## config.mk

```make
export PLATFORM = sky130hd
export DESIGN_NAME = dmem_arbiter_flat
export DESIGN_NICKNAME = d
export VERILOG_FILES = /design/src/rtl/dmem_port_if.sv /design/src/rtl/dmem_arbiter.sv /design/src/flat_wrapper.sv
export SDC_FILE = /design/constraint.sdc
export NUM_CORES = 1
export LEC_CHECK = 0
export BUFFER_PORTS_ARGS = -buffer_cell sky130_fd_sc_hd__clkbuf_2
export CAP_MARGIN = 20
export CORE_AREA = 3 3 128 130
export CTS_CLUSTER_DIAMETER = 200
export DETAILED_ROUTE_END_ITERATION = 7
export DIE_AREA = 0 0 131 133
export GPL_TIMING_DRIVEN = 0
export PLACE_DENSITY = 0.66
export RECOVER_POWER = 25
export SETUP_SLACK_MARGIN = 0.05
export SKIP_LAST_GASP = 1
export SYNTH_ARGS = -nofsm -noshare
export SYNTH_HDL_FRONTEND = slang
export SYNTH_SLANG_ARGS = --single-unit
```

## constraint.sdc

```tcl
create_clock -name clk -period 7.1 [get_ports clk]
set_clock_uncertainty 0.2 [all_clocks]
set_input_delay 0.355 -clock clk [delete_from_list [all_inputs] [get_ports clk]]
set_output_delay 0.355 -clock clk [all_outputs]
set_load 0.02 [all_outputs]
```

## src/rtl/dmem_port_if.sv

```systemverilog
// Request/response bundle for one data-memory requester port.
// master = requester (CPU or debug loader), slave = dmem_arbiter.
interface dmem_port_if;
  logic        req_valid;
  logic        req_ready;
  logic        we;
  logic [1:0]  size;
  logic [31:0] addr;
  logic [31:0] wdata;
  logic        rsp_valid;
  logic [31:0] rsp_rdata;
  logic        rsp_err;

  modport master (
    output req_valid, we, size, addr, wdata,
    input  req_ready, rsp_valid, rsp_rdata, rsp_err
  );

  modport slave (
    input  req_valid, we, size, addr, wdata,
    output req_ready, rsp_valid, rsp_rdata, rsp_err
  );
endinterface

```

## src/rtl/dmem_arbiter.sv

```systemverilog
// Two-port arbiter/sequencer in front of the byte-addressable data RAM (p0 = CPU, p1 = debug/loader).
// Optional grant statistics outputs are built when DMEM_ARB_STATS_EN is defined.
module dmem_arbiter #(
  parameter int unsigned SIZE     = 1024,
  parameter int unsigned MAX_WAIT = 4,
  parameter int unsigned CNT_W    = 16
) (
  input  logic              clk,
  input  logic              rst_n,
  dmem_port_if.slave        p0,
  dmem_port_if.slave        p1,
  output logic [1:0]        ram_write_byte_en,
  output logic [31:0]       ram_raddr,
  output logic [31:0]       ram_waddr,
  output logic [31:0]       ram_wdata,
  input  logic [31:0]       ram_rdata
`ifdef DMEM_ARB_STATS_EN
  ,
  output logic [CNT_W-1:0]  p0_grant_cnt,
  output logic [CNT_W-1:0]  p1_grant_cnt,
  output logic [CNT_W-1:0]  p1_forced_cnt
`endif
);

  localparam logic [1:0] WBE_NO = 2'd0;
  localparam logic [1:0] WBE_B  = 2'd1;
  localparam logic [1:0] WBE_H  = 2'd2;
  localparam logic [1:0] WBE_W  = 2'd3;

  localparam int unsigned     WW       = $clog2(MAX_WAIT + 1);
  localparam logic [WW-1:0]   WAIT_MAX = WW'(MAX_WAIT);
  localparam logic [32:0]     SIZE_LIM = 33'(SIZE);

  if (MAX_WAIT < 1 || CNT_W < 1) begin : g_bad_param
    $error("dmem_arbiter: MAX_WAIT and CNT_W must be >= 1");
  end

  typedef enum logic [1:0] {
    GNT_NONE,
    GNT_P0,
    GNT_P1
  } grant_e;

  grant_e       grant;
  logic         forced;
  logic         sel_we;
  logic [1:0]   sel_size;
  logic [31:0]  sel_addr;
  logic [31:0]  sel_wdata;
  logic [32:0]  acc_len;
  logic         acc_err;
  logic [31:0]  acc_rdata;

  logic [WW-1:0] wait_cnt;

  logic         p0_rsp_valid_q;
  logic         p0_rsp_err_q;
  logic [31:0]  p0_rsp_rdata_q;
  logic         p1_rsp_valid_q;
  logic         p1_rsp_err_q;
  logic [31:0]  p1_rsp_rdata_q;

  // Grants are suppressed while reset is asserted so no RAM write can slip through.
  always_comb begin
    grant  = GNT_NONE;
    forced = 1'b0;
    if (rst_n) begin
      if (wait_cnt == WAIT_MAX && p1.req_valid) begin
        grant  = GNT_P1;
        forced = 1'b1;
      end else if (p0.req_valid) begin
        grant = GNT_P0;
      end else if (p1.req_valid) begin
        grant = GNT_P1;
      end
    end
  end

  always_comb begin
    sel_we    = 1'b0;
    sel_size  = WBE_NO;
    sel_addr  = '0;
    sel_wdata = '0;
    case (grant)
      GNT_P0: begin
        sel_we    = p0.we;
        sel_size  = p0.size;
        sel_addr  = p0.addr;
        sel_wdata = p0.wdata;
      end
      GNT_P1: begin
        sel_we    = p1.we;
        sel_size  = p1.size;
        sel_addr  = p1.addr;
        sel_wdata = p1.wdata;
      end
      default: ;
    endcase
  end

  // Bounds check in 33 bits so an access wrapping past 0xFFFFFFFF is caught.
  always_comb begin
    acc_len = 33'd4;
    if (sel_we) begin
      case (sel_size)
        WBE_B:   acc_len = 33'd1;
        WBE_H:   acc_len = 33'd2;
        WBE_W:   acc_len = 33'd4;
        default: acc_len = 33'd0;
      endcase
    end
    acc_err   = (grant != GNT_NONE) && (({1'b0, sel_addr} + acc_len) > SIZE_LIM);
    acc_rdata = (grant != GNT_NONE && !sel_we && !acc_err) ? ram_rdata : '0;
  end

  assign p0.req_ready = (grant == GNT_P0);
  assign p1.req_ready = (grant == GNT_P1);

  assign ram_write_byte_en = (grant != GNT_NONE && sel_we && !acc_err) ? sel_size : WBE_NO;
  assign ram_raddr         = sel_addr;
  assign ram_waddr         = sel_addr;
  assign ram_wdata         = sel_wdata;

  always_ff @(posedge clk or negedge rst_n) begin
    if (!rst_n) begin
      wait_cnt <= '0;
    end else if (p1.req_valid && grant != GNT_P1) begin
      if (wait_cnt != WAIT_MAX) begin
        wait_cnt <= wait_cnt + WW'(1);
      end
    end else begin
      wait_cnt <= '0;
    end
  end

  always_ff @(posedge clk or negedge rst_n) begin
    if (!rst_n) begin
      p0_rsp_valid_q <= 1'b0;
      p0_rsp_err_q   <= 1'b0;
      p0_rsp_rdata_q <= '0;
      p1_rsp_valid_q <= 1'b0;
      p1_rsp_err_q   <= 1'b0;
      p1_rsp_rdata_q <= '0;
    end else begin
      p0_rsp_valid_q <= (grant == GNT_P0);
      p0_rsp_err_q   <= (grant == GNT_P0) && acc_err;
      p0_rsp_rdata_q <= (grant == GNT_P0) ? acc_rdata : '0;
      p1_rsp_valid_q <= (grant == GNT_P1);
      p1_rsp_err_q   <= (grant == GNT_P1) && acc_err;
      p1_rsp_rdata_q <= (grant == GNT_P1) ? acc_rdata : '0;
    end
  end

  assign p0.rsp_valid = p0_rsp_valid_q;
  assign p0.rsp_err   = p0_rsp_err_q;
  assign p0.rsp_rdata = p0_rsp_rdata_q;
  assign p1.rsp_valid = p1_rsp_valid_q;
  assign p1.rsp_err   = p1_rsp_err_q;
  assign p1.rsp_rdata = p1_rsp_rdata_q;

`ifdef DMEM_ARB_STATS_EN
  always_ff @(posedge clk or negedge rst_n) begin
    if (!rst_n) begin
      p0_grant_cnt  <= '0;
      p1_grant_cnt  <= '0;
      p1_forced_cnt <= '0;
    end else begin
      if (grant == GNT_P0 && p0_grant_cnt != '1) begin
        p0_grant_cnt <= p0_grant_cnt + CNT_W'(1);
      end
      if (grant == GNT_P1 && p1_grant_cnt != '1) begin
        p1_grant_cnt <= p1_grant_cnt + CNT_W'(1);
      end
      if (forced && p1_forced_cnt != '1) begin
        p1_forced_cnt <= p1_forced_cnt + CNT_W'(1);
      end
    end
  end
`endif

endmodule

```

## src/flat_wrapper.sv

```systemverilog
// flat-port wrapper written by rule: the top's interface ports become plain ports
module dmem_arbiter_flat 
#(
  parameter int unsigned SIZE     = 1024,
  parameter int unsigned MAX_WAIT = 4,
  parameter int unsigned CNT_W    = 16
)
  (clk, rst_n, ram_write_byte_en, ram_raddr, ram_waddr, ram_wdata, ram_rdata, p0_req_valid, p0_we, p0_size, p0_addr, p0_wdata, p0_req_ready, p0_rsp_valid, p0_rsp_rdata, p0_rsp_err, p1_req_valid, p1_we, p1_size, p1_addr, p1_wdata, p1_req_ready, p1_rsp_valid, p1_rsp_rdata, p1_rsp_err);
  dmem_port_if p0_i ();
  dmem_port_if p1_i ();
  input  logic clk;
  input  logic rst_n;
  output logic [1:0] ram_write_byte_en;
  output logic [31:0] ram_raddr;
  output logic [31:0] ram_waddr;
  output logic [31:0] ram_wdata;
  input  logic [31:0] ram_rdata;
  input wire logic [$bits(p0_i.req_valid)-1:0] p0_req_valid;
  input wire logic [$bits(p0_i.we)-1:0] p0_we;
  input wire logic [$bits(p0_i.size)-1:0] p0_size;
  input wire logic [$bits(p0_i.addr)-1:0] p0_addr;
  input wire logic [$bits(p0_i.wdata)-1:0] p0_wdata;
  output wire logic [$bits(p0_i.req_ready)-1:0] p0_req_ready;
  output wire logic [$bits(p0_i.rsp_valid)-1:0] p0_rsp_valid;
  output wire logic [$bits(p0_i.rsp_rdata)-1:0] p0_rsp_rdata;
  output wire logic [$bits(p0_i.rsp_err)-1:0] p0_rsp_err;
  input wire logic [$bits(p1_i.req_valid)-1:0] p1_req_valid;
  input wire logic [$bits(p1_i.we)-1:0] p1_we;
  input wire logic [$bits(p1_i.size)-1:0] p1_size;
  input wire logic [$bits(p1_i.addr)-1:0] p1_addr;
  input wire logic [$bits(p1_i.wdata)-1:0] p1_wdata;
  output wire logic [$bits(p1_i.req_ready)-1:0] p1_req_ready;
  output wire logic [$bits(p1_i.rsp_valid)-1:0] p1_rsp_valid;
  output wire logic [$bits(p1_i.rsp_rdata)-1:0] p1_rsp_rdata;
  output wire logic [$bits(p1_i.rsp_err)-1:0] p1_rsp_err;
  assign p0_i.req_valid = p0_req_valid;
  assign p0_i.we = p0_we;
  assign p0_i.size = p0_size;
  assign p0_i.addr = p0_addr;
  assign p0_i.wdata = p0_wdata;
  assign p0_req_ready = p0_i.req_ready;
  assign p0_rsp_valid = p0_i.rsp_valid;
  assign p0_rsp_rdata = p0_i.rsp_rdata;
  assign p0_rsp_err = p0_i.rsp_err;
  assign p1_i.req_valid = p1_req_valid;
  assign p1_i.we = p1_we;
  assign p1_i.size = p1_size;
  assign p1_i.addr = p1_addr;
  assign p1_i.wdata = p1_wdata;
  assign p1_req_ready = p1_i.req_ready;
  assign p1_rsp_valid = p1_i.rsp_valid;
  assign p1_rsp_rdata = p1_i.rsp_rdata;
  assign p1_rsp_err = p1_i.rsp_err;
  dmem_arbiter #(.SIZE(SIZE), .MAX_WAIT(MAX_WAIT), .CNT_W(CNT_W)) u_core (.clk(clk), .rst_n(rst_n), .p0(p0_i), .p1(p1_i), .ram_write_byte_en(ram_write_byte_en), .ram_raddr(ram_raddr), .ram_waddr(ram_waddr), .ram_wdata(ram_wdata), .ram_rdata(ram_rdata));
endmodule
```

---- Yosys cells after proc, flatten, opt, wreduce, memory -nomap -nowiden ----
Cells that the tools add are included.
W data, S select, Z words.
storage, ports and cells
  bits in registers ....................... 71
  input bits .............................. 170
  output and inout bits ................... 168
operators by class
  add/sub/neg operators ................... 2
  order comparisons ....................... 1
  equal/unequal tests ..................... 9
  muxes and demuxes ....................... 16
  reduce and logical (&&, ||, !) cells .... 12
operators with widths
  cell                    count
  $pmux W32 S2            2
  $mux W32                3
  $add A32 B33 Y33        1
  $gt A33 B11 Y1 const B  1
  $mux W33                1
  $mux W2                 5
  $logic_and A1 B1 Y1     9
  $pmux W3 S3             1
  $eq A2 B2 Y1 const B    3
  $mux W3                 2
  $eq A2 B1 Y1 const B    2
  $ne A2 B2 Y1 const B    2
  $pmux W2 S2             1
  $add A3 B1 Y3 const B   1
  $eq A3 B3 Y1 const B    1
  $ne A3 B3 Y1 const B    1
  $logic_not A1 Y1        2
  $pmux W1 S2             1
  $reduce_bool A2 Y1      1

---- Depth between registers and ports, before layout ----
Gate-level depths: netlist (run 1).
  word-level depth ........................ 16
  depth in mapped cells ................... 30
  depth with buffers taken out ............ 20

---- Worst setup path before layout (run 1) ----
OpenSTA, ideal clock, no wires.
  path type ............................... register to output
  start point ............................. register u_core.wait_cnt[0]
  end point ............................... output ram_write_byte_en[1]
  arrival ................................. 6.137 ns
  data required time ...................... 6.545 ns
  path slack .............................. 0.408 ns
  stages on the path, launching flop included .. 28
  cells stage by stage .................... dfrtp_1 > inv_1 > ha_1 > nand2_1 > nand2_1 > nand3_1 > inv_1 > ha_1 > buf_4 > clkbuf_1 > clkbuf_1 > a22oi_1 > or2_2 > clkbuf_1 > clkbuf_1 > clkbuf_1 > nor3b_1 > fa_1 > a21oi_1 > nor3_2 > nand4_2 > or3_4 > o31ai_2 > o21ai_1 > or4_1 > buf_2 > buf_6 > nor3_1
on the way
  word-level cells in the longest chain between the ends .. 15
  elaborated cells between the ends (all ways) .. 22
RTL lines
  item                                                 line                 text
  from (decl)                                          dmem_arbiter.sv:54   logic [WW-1:0] wait_cnt;
  from (signal assigned)                               dmem_arbiter.sv:129  wait_cnt <= wait_cnt + WW'(1);
  $eq A3 B3 Y1 *                                       dmem_arbiter.sv:68   if (wait_cnt == WAIT_MAX && p1.req_valid) begin
  $logic_and A1 B1 Y1 *                                dmem_arbiter.sv:68
  $mux W2 *                                            dmem_arbiter.sv:68
  $mux W2 *                                            dmem_arbiter.sv:67   if (rst_n) begin
  $eq A2 B2 Y1 *                                       n/a
  named net p1_req_ready                               flat_wrapper.sv:32   output wire logic [$bits(p1_i.req_ready)-1:0] p1_req_ready;
  $pmux W2 S2                                          dmem_arbiter.sv:84   case (grant)
  $eq A2 B2 Y1 / $eq A2 B1 Y1 (equally long branches)  dmem_arbiter.sv:105  case (sel_size)
  $pmux W3 S3                                          dmem_arbiter.sv:105
  $mux W33                                             dmem_arbiter.sv:104  if (sel_we) begin
  $add A32 B33 Y33                                     dmem_arbiter.sv:112  acc_err = (grant != GNT_NONE) && (({1'b0, sel_addr} + acc_len) > SIZE_LIM);
  $gt A33 B11 Y1                                       dmem_arbiter.sv:112
  $logic_and A1 B1 Y1                                  dmem_arbiter.sv:112
  $logic_not A1 Y1                                     dmem_arbiter.sv:119  assign ram_write_byte_en = (grant != GNT_NONE && sel_we && !acc_err) ? sel_size : WBE_NO;
  $logic_and A1 B1 Y1                                  dmem_arbiter.sv:119
  $mux W2 *                                            dmem_arbiter.sv:119
  to (decl)                                            flat_wrapper.sv:13   output logic [1:0] ram_write_byte_en;
The timed path passes the listed nets; every way through them passes the cells marked *.

---- Worst setup path in the final report (run 1) ----
  start point ............................. register u_core.wait_cnt[0]
  end point ............................... output ram_write_byte_en[0]
on the way
  word-level cells in the longest chain between the ends .. 15
  elaborated cells between the ends (all ways) .. 22
RTL lines
  item                                                 line
  $eq A3 B3 Y1 *                                       dmem_arbiter.sv:68
  $logic_and A1 B1 Y1 *                                dmem_arbiter.sv:68
  $mux W2 *                                            dmem_arbiter.sv:68
  $mux W2 *                                            dmem_arbiter.sv:67
  $eq A2 B2 Y1 / $eq A2 B1 Y1 (equally long branches)  dmem_arbiter.sv:84
  $pmux W2 S2                                          dmem_arbiter.sv:84
  $eq A2 B2 Y1 / $eq A2 B1 Y1 (equally long branches)  dmem_arbiter.sv:105
  $pmux W3 S3                                          dmem_arbiter.sv:105
  $mux W33                                             dmem_arbiter.sv:104
  $add A32 B33 Y33                                     dmem_arbiter.sv:112
  $gt A33 B11 Y1                                       dmem_arbiter.sv:112
  $logic_and A1 B1 Y1                                  dmem_arbiter.sv:112
  $logic_not A1 Y1                                     dmem_arbiter.sv:119
  $logic_and A1 B1 Y1                                  dmem_arbiter.sv:119
  $mux W2 *                                            dmem_arbiter.sv:119
Every way passes the cells marked *; elsewhere a longest branch is shown, timed or not.

==> impl_metrics.json, run 1 <==
{
  "status": "finished, violations left",
  "failed_checks": "max-capacitance violations, max-slew violations",
  "htree_levels": 3,
  "numCtsBuffers": 9,
  "yosysTopAreaCell": "dfrtp_1",
  "grtUsageTotal_pct": 24.9,
  "grt_start_max_net_pins": 68,
  "cts.sinks": 71,
  "cts_buffer_depth": 2,
  "cp-end-kind": "output pin",
  "drive_above_1_share_pct": 45.8,
  "wirelength_um": 23000,
  "yosysSeqAreaShare_pct": 33.3,
  "antenna_cells": 0,
  "synth_cell_type_count": 57,
  "routed_via_density": 5.30,
  "synth_flop_cell": "dfrtp_1",
  "cp_num_buf_inv": 11,
  "reg2reg_slack_ns": 1.09,
  "r2r-end": "u_core.p0.rsp_rdata[14]",
  "critPathMostFrequentCell": "buf_4",
  "area_growth_pct": 46.3,
  "pwr-share-comb_pct": 32.5,
  "worstPathRequired_ns": 6.55,
  "syn_area_mm2": 0.00534,
  "cp.arrival_ns": 6.17,
  "tightest_slew_ns": 3.54,
  "dpl-instance-area_mm2": 0.00732,
  "crit_end": "ram_write_byte_en[0]",
  "path_max_fanout": 19,
  "io_buffers": 337,
  "finalSetupViolations": 0,
  "grt_antenna_before_repair": 1,
  "finalCritPeriodShare_pct": 94.8,
  "routedWlPerCell_um": 18.8,
  "syn_inst": 658,
  "firstDrtPassIters": 5,
  "rows": 45,
  "clkPwrFrac_pct": 33.6,
  "postSynthAreaPerCell_um2": 8.11,
  "num_vias": 6494,
  "p_int_mw": 0.799,
  "fmax_ghz": 0.149,
  "design_area_mm2": 0.00781,
  "seqPwrFrac_pct": 34.0,
  "layout_commonest_cell": "clkbuf_2",
  "grt_pass1_vias": 6216,
  "grt_pass1_wl_um": 34000,
  "rr_worst_depth": 28,
  "switching_share_pct": 34.8,
  "worstSetupStartpointType": "flop",
  "dp_hpwl_um": 18200,
  "fp.dieW_um": 131,
  "fin_crit_ns": 6.73,
  "io_pins": 338,
  "drc": 0,
  "powerDensity_mw_per_mm2": 157,
  "p_total_mw": 1.23,
  "hold_violations": 0,
  "clockRootBuffer": "clkbuf_16",
  "path_delay_family": "simple AND/OR/NAND/NOR gates",
  "synth_edf_count": 0,
  "leakage_nw": 3.83,
  "mostFrequentLayoutCells": "clkbuf_2, nand3_1, dfrtp_1",
  "max_stage_delay_ns": 0.45,
  "die_h_um": 133,
  "cts_tree": "yes",
  "ys.warnings.count": 0,
  "timing.rr.start": "u_core.wait_cnt[0]",
  "crit_path_top_delay_cell": "or3_4",
  "hold_depth": 3,
  "drv_cap": 1,
  "dieArea_mm2": 0.0174,
  "start_util_pct": 35.0,
  "maxSlewViolCount": 68,
  "clk_latency_ns": 0.33,
  "path_depth": 29,
  "max-vdd-ir-drop_mv": 0.135,
  "overflow": 0,
  "yosys-top-cells-area": "dfrtp_1, a22oi_1, nand3_1",
  "yosys_register_bits": 71,
  "slew_headroom_pct": -136,
  "place.gp.congestion": 0.923,
  "synthArstFlopShare_pct": 100,
  "p_switching_mw": 0.427,
  "core_mm2": 0.0153,
  "synth_nets": 837,
  "critPathKind": "flop to output pin",
  "final_antenna_net_count": 0,
  "crit_start": "u_core.wait_cnt[0]",
  "drtIter0Drc": 378,
  "netlist.area_leader.share_pct": 33.3,
  "rsz0062_at_grt": "no",
  "nNetsFinal": 1190,
  "worstHoldPathType": "primary input to flop",
  "clk_pin_slew_ns": 0.05
}
metal layers:
layer | track usage (%) | up-vias | part of all wire (%) | wire length (um)
met5 | 0 | - | 0.056 | 13
met4 | 9.54 | 2 | 3.8 | 864
met3 | 4.68 | 55 | 8.0 | 1850
met2 | 41.3 | 343 | 48 | 11000
met1 | 31.6 | 3039 | 40 | 9310
li1 | - | 3055 | - | -
cell usage after synthesis (4+ instances only):
master,number
nand3_1,84
dfrtp_1,71
nor2_1,68
a22oi_1,60
nor3_1,54
buf_4,38
clkbuf_1,33
nand2_1,33
nor2b_1,33
nor3_2,22
a21oi_1,21
nand4_1,13
buf_2,11
ha_1,8
buf_1,7
inv_1,7
nor4_1,7
xnor2_1,7
buf_6,6
o21ai_0,6
o211ai_1,5
or4_1,5
xor2_1,5
and3_1,4
mux2i_1,4
how the worst min path moves through the flow:
stage	startpoint	to	slack (ns)
after floorplan	rst_n	u_core.p0.rsp_err	-0.14
after global placement	u_core.wait_cnt[1]	u_core.wait_cnt[1]	0.35
after detailed placement	rst_n	u_core.p1.rsp_rdata[10]	-0.003
after CTS	p1_req_valid	u_core.wait_cnt[1]	0.13
after global routing	p1_req_valid	u_core.wait_cnt[1]	0.15
final	p1_req_valid	u_core.wait_cnt[0]	0.14
flip-flops by register name, indices dropped and copies added (netlist names):
register and cells:
u_core.p0.rsp_rdata 32, u_core.p1.rsp_rdata 32, u_core.wait_cnt 3, u_core.p0.rsp_err 1, u_core.p0.rsp_valid 1, u_core.p1.rsp_err 1, u_core.p1.rsp_valid 1
power by group through the flow:
stage                     logic, mW  clock network (mW)  registers (mW)
after floorplan               0.221                   0           0.430
after global placement        0.380                   0           0.423
after detailed placement      0.385                   0           0.423
after CTS                     0.394               0.416           0.416
after global routing          0.432               0.433           0.417
final                         0.398               0.412           0.417
worst register-to-register path, delay by kind of cell, from the launching register on:
family                     cells  cell delay [ns]
and+or+nand+nor               11             2.43
adders and majority gates      4             0.82
AOI/OAI and AO/OA              3             0.32
buffers and inverters         10             1.74
DFF                            1             0.41
layout make-up:
type	instances	area, um^2
buffer	88	588
clock buffer	11	253
clock inverter	3	20.0
fill	1578	7450
inverter	7	26.3
multi-input combinational	485	3090
sequential	71	1780
tap	211	264
timing repair buffer	349	1790
timing repair:
action                                 4_1_cts  5_1_grt
gates resized for setup                     29       19
buffers inserted                             5        2
endpoints found under the hold margin       71        0
pin swaps                                    3        6
setup endpoints to repair                   68        2
hold buffers                                 3        0
cloned                                       0        1
stage by stage:
step / instances / hold WS [ns] / worst slack [ns] / util [%] / TNS (ns)
floorplan: 658 / -0.141 / 0.408 / - / 0
global placement: 1206 / 0.354 / -2.52 / 47.7 / -134.51
detailed placement: 1207 / -0.00268 / -1.48 / 47.9 / -63.71
CTS: 1223 / 0.134 / 0.0776 / 50.8 / 0
global route: 1225 / 0.150 / 0.00864 / 51.2 / 0
finish: 1225 / 0.141 / 0.372 / 51.2 / 0
kinds of logic after synthesis:
logic type / synth area share (%)
adders and majority gates: 2.25
muxes: 0.962
AOI/OAI and AO/OA: 15.9
and+or+nand+nor: 34.7
buffers and inverters: 11.0
xor gates and xnor gates: 1.97
DFF: 33.3
Power figures use the tool's default switching activity.
==> run 2: changes to the inputs <==
--- a/config.mk
+++ b/config.mk
@@ -7,12 +7,14 @@
 export LEC_CHECK = 0
 export BUFFER_PORTS_ARGS = -buffer_cell sky130_fd_sc_hd__clkbuf_2
 export CAP_MARGIN = 20
-export CORE_AREA = 3 3 128 130
+export CELL_PAD_IN_SITES_DETAIL_PLACEMENT = 1
+export CELL_PAD_IN_SITES_GLOBAL_PLACEMENT = 1
+export CORE_MARGIN = 3
+export CORE_UTILIZATION = 30
 export CTS_CLUSTER_DIAMETER = 200
 export DETAILED_ROUTE_END_ITERATION = 7
-export DIE_AREA = 0 0 131 133
 export GPL_TIMING_DRIVEN = 0
-export PLACE_DENSITY = 0.66
+export PLACE_DENSITY = 0.81
 export RECOVER_POWER = 25
 export SETUP_SLACK_MARGIN = 0.05
 export SKIP_LAST_GASP = 1
==> run 2 against run 1 <==
The run still ends with max-capacitance violations, max-slew violations left. Global-route usage rose by 0.31 points. Die area rose by 11%. Non-clock buffer count did not move. Sequential share of layout area fell by 0.069 points. Largest power group is now clock.
==> impl_metrics.json, run 2 (synthesis results as in run 1) <==
{
  "p_total_mw": 1.28,
  "cp-end-kind": "output pin",
  "io_buffers": 337,
  "fin_crit_ns": 6.75,
  "cts_buffer_depth": 2,
  "overflow": 0,
  "fmax_ghz": 0.148,
  "rsz0062_at_grt": "no",
  "core_mm2": 0.0174,
  "clk_pin_slew_ns": 0.06,
  "finalCritPeriodShare_pct": 95.1,
  "htree_levels": 3,
  "io_pins": 338,
  "grt_antenna_before_repair": 0,
  "layout_commonest_cell": "clkbuf_2",
  "firstDrtPassIters": 7,
  "powerDensity_mw_per_mm2": 164,
  "die_h_um": 139,
  "switching_share_pct": 35.4,
  "nNetsFinal": 1190,
  "routedWlPerCell_um": 20.5,
  "worstHoldPathType": "primary input to flop",
  "slew_headroom_pct": -85.2,
  "rows": 48,
  "pwr-share-comb_pct": 32.4,
  "max_stage_delay_ns": 0.55,
  "routed_via_density": 5.35,
  "antenna_cells": 0,
  "path_delay_family": "buffers and inverters",
  "holdWs_ns": 0.158,
  "dieArea_mm2": 0.0194,
  "tightest_slew_ns": 2.78,
  "seqPwrFrac_pct": 32.4,
  "max-vdd-ir-drop_mv": 0.132,
  "grt_pass1_wl_um": 39200,
  "p_int_mw": 0.829,
  "num_vias": 6637,
  "dp_hpwl_um": 20000,
  "failed_checks": "max-capacitance violations, max-slew violations",
  "design_area_mm2": 0.00783,
  "critPathKind": "primary input to output pin",
  "area_growth_pct": 46.8,
  "drive_above_1_share_pct": 44.2,
  "numCtsBuffers": 9,
  "clockRootBuffer": "clkbuf_16",
  "leakage_nw": 3.78,
  "fp.dieW_um": 139,
  "grt_start_max_net_pins": 53,
  "p_switching_mw": 0.454,
  "clkPwrFrac_pct": 35.2,
  "cts.sinks": 71,
  "maxSlewViolCount": 53,
  "cp_num_buf_inv": 13,
  "grtUsageTotal_pct": 25.2,
  "status": "finished, violations left",
  "worstPathRequired_ns": 6.55,
  "crit_path_top_delay_cell": "or4_4",
  "drtIter0Drc": 336,
  "mostFrequentLayoutCells": "clkbuf_2, nand3_1, dfrtp_1",
  "finalSetupViolations": 0,
  "cp.arrival_ns": 6.20,
  "start_util_pct": 30.7,
  "wirelength_um": 25500,
  "place.gp.congestion": 0.875,
  "cts_tree": "yes",
  "dpl-instance-area_mm2": 0.00733,
  "drv_cap": 1,
  "clk_latency_ns": 0.34,
  "path_max_fanout": 14,
  "fin_util_pct": 45.1,
  "final_antenna_net_count": 0,
  "worstSetupStartpointType": "primary input",
  "hold_violations": 0,
  "grt_pass1_vias": 6843,
  "drc": 0
}
==> run 2: metal layers <==
| layer | vias up | part of all wire (%) | track usage, % |
|---|---|---|---|
| met5 | - | 0 | 0 |
| met4 | 0 | 2.5 | 8.03 |
| met3 | 43 | 6.6 | 4.43 |
| met2 | 300 | 50 | 44.7 |
| met1 | 3231 | 41 | 31.0 |
| li1 | 3063 | - | - |
==> run 2: final timing paths <==
| kind | from | endpoint | slack [ns] | cells past startpoint |
|---|---|---|---|---|
| worst max-delay path | rst_n | ram_write_byte_en[0] | 0.35 | 28 |
| worst min-delay path | p1_req_valid | u_core.wait_cnt[0] | 0.16 | 3 |
| worst max register to register | u_core.wait_cnt[0] | u_core.p0.rsp_rdata[16] | 1.18 | 28 |
| worst min register to register | u_core.wait_cnt[1] | u_core.wait_cnt[1] | 0.38 | 2 |
| max in group asynchronous | rst_n | u_core.wait_cnt[1] | 3.58 | 4 |
| min in group asynchronous | rst_n | u_core.p1.rsp_rdata[6] | 1.10 | 3 |
==> run 2: final cells by class <==
class | instances | area, um^2
clock buffer | 10 | 229
clock inverter | 6 | 68.8
buffer | 87 | 582
timing repair buffer | 350 | 1800
tap | 225 | 282
sequential | 71 | 1780
inverter | 7 | 26.3
multi-input combinational | 485 | 3060
fill | 2225 | 9530
==> run 2: power groups by stage <==
stage          logic (mW)  registers (mW)  clock network, mW
2_1_floorplan       0.221           0.430                  0
3_3_place_gp        0.385           0.423                  0
3_5_place_dp        0.393           0.424                  0
4_1_cts             0.411           0.416              0.457
5_1_grt             0.448           0.417              0.475
6_report            0.416           0.416              0.451
==> run 2: what timing repair did <==
action,CTS,global route
endpoints found under the hold margin,19,0
setup buffers,6,2
gates cloned,1,0
endpoints found under the setup margin,68,2
resized for setup,35,10
hold buffers,3,0
pin swaps,5,2
==> run 2: through the flow <==
step	std cells	TNS, ns	setup slack [ns]
floorplan	658	0	0.408
global route	1241	0	0.0807
global placement	1220	-134.93	-2.52
finish	1241	0	0.345
detailed placement	1221	-83.30	-1.74
CTS	1241	0	0.0910
==> run 2: worst min-delay path, cell delays in order <==
cell and delay (ns):
clkbuf_2 0.11, nand2b_1 0.13, nor2_1 0.07
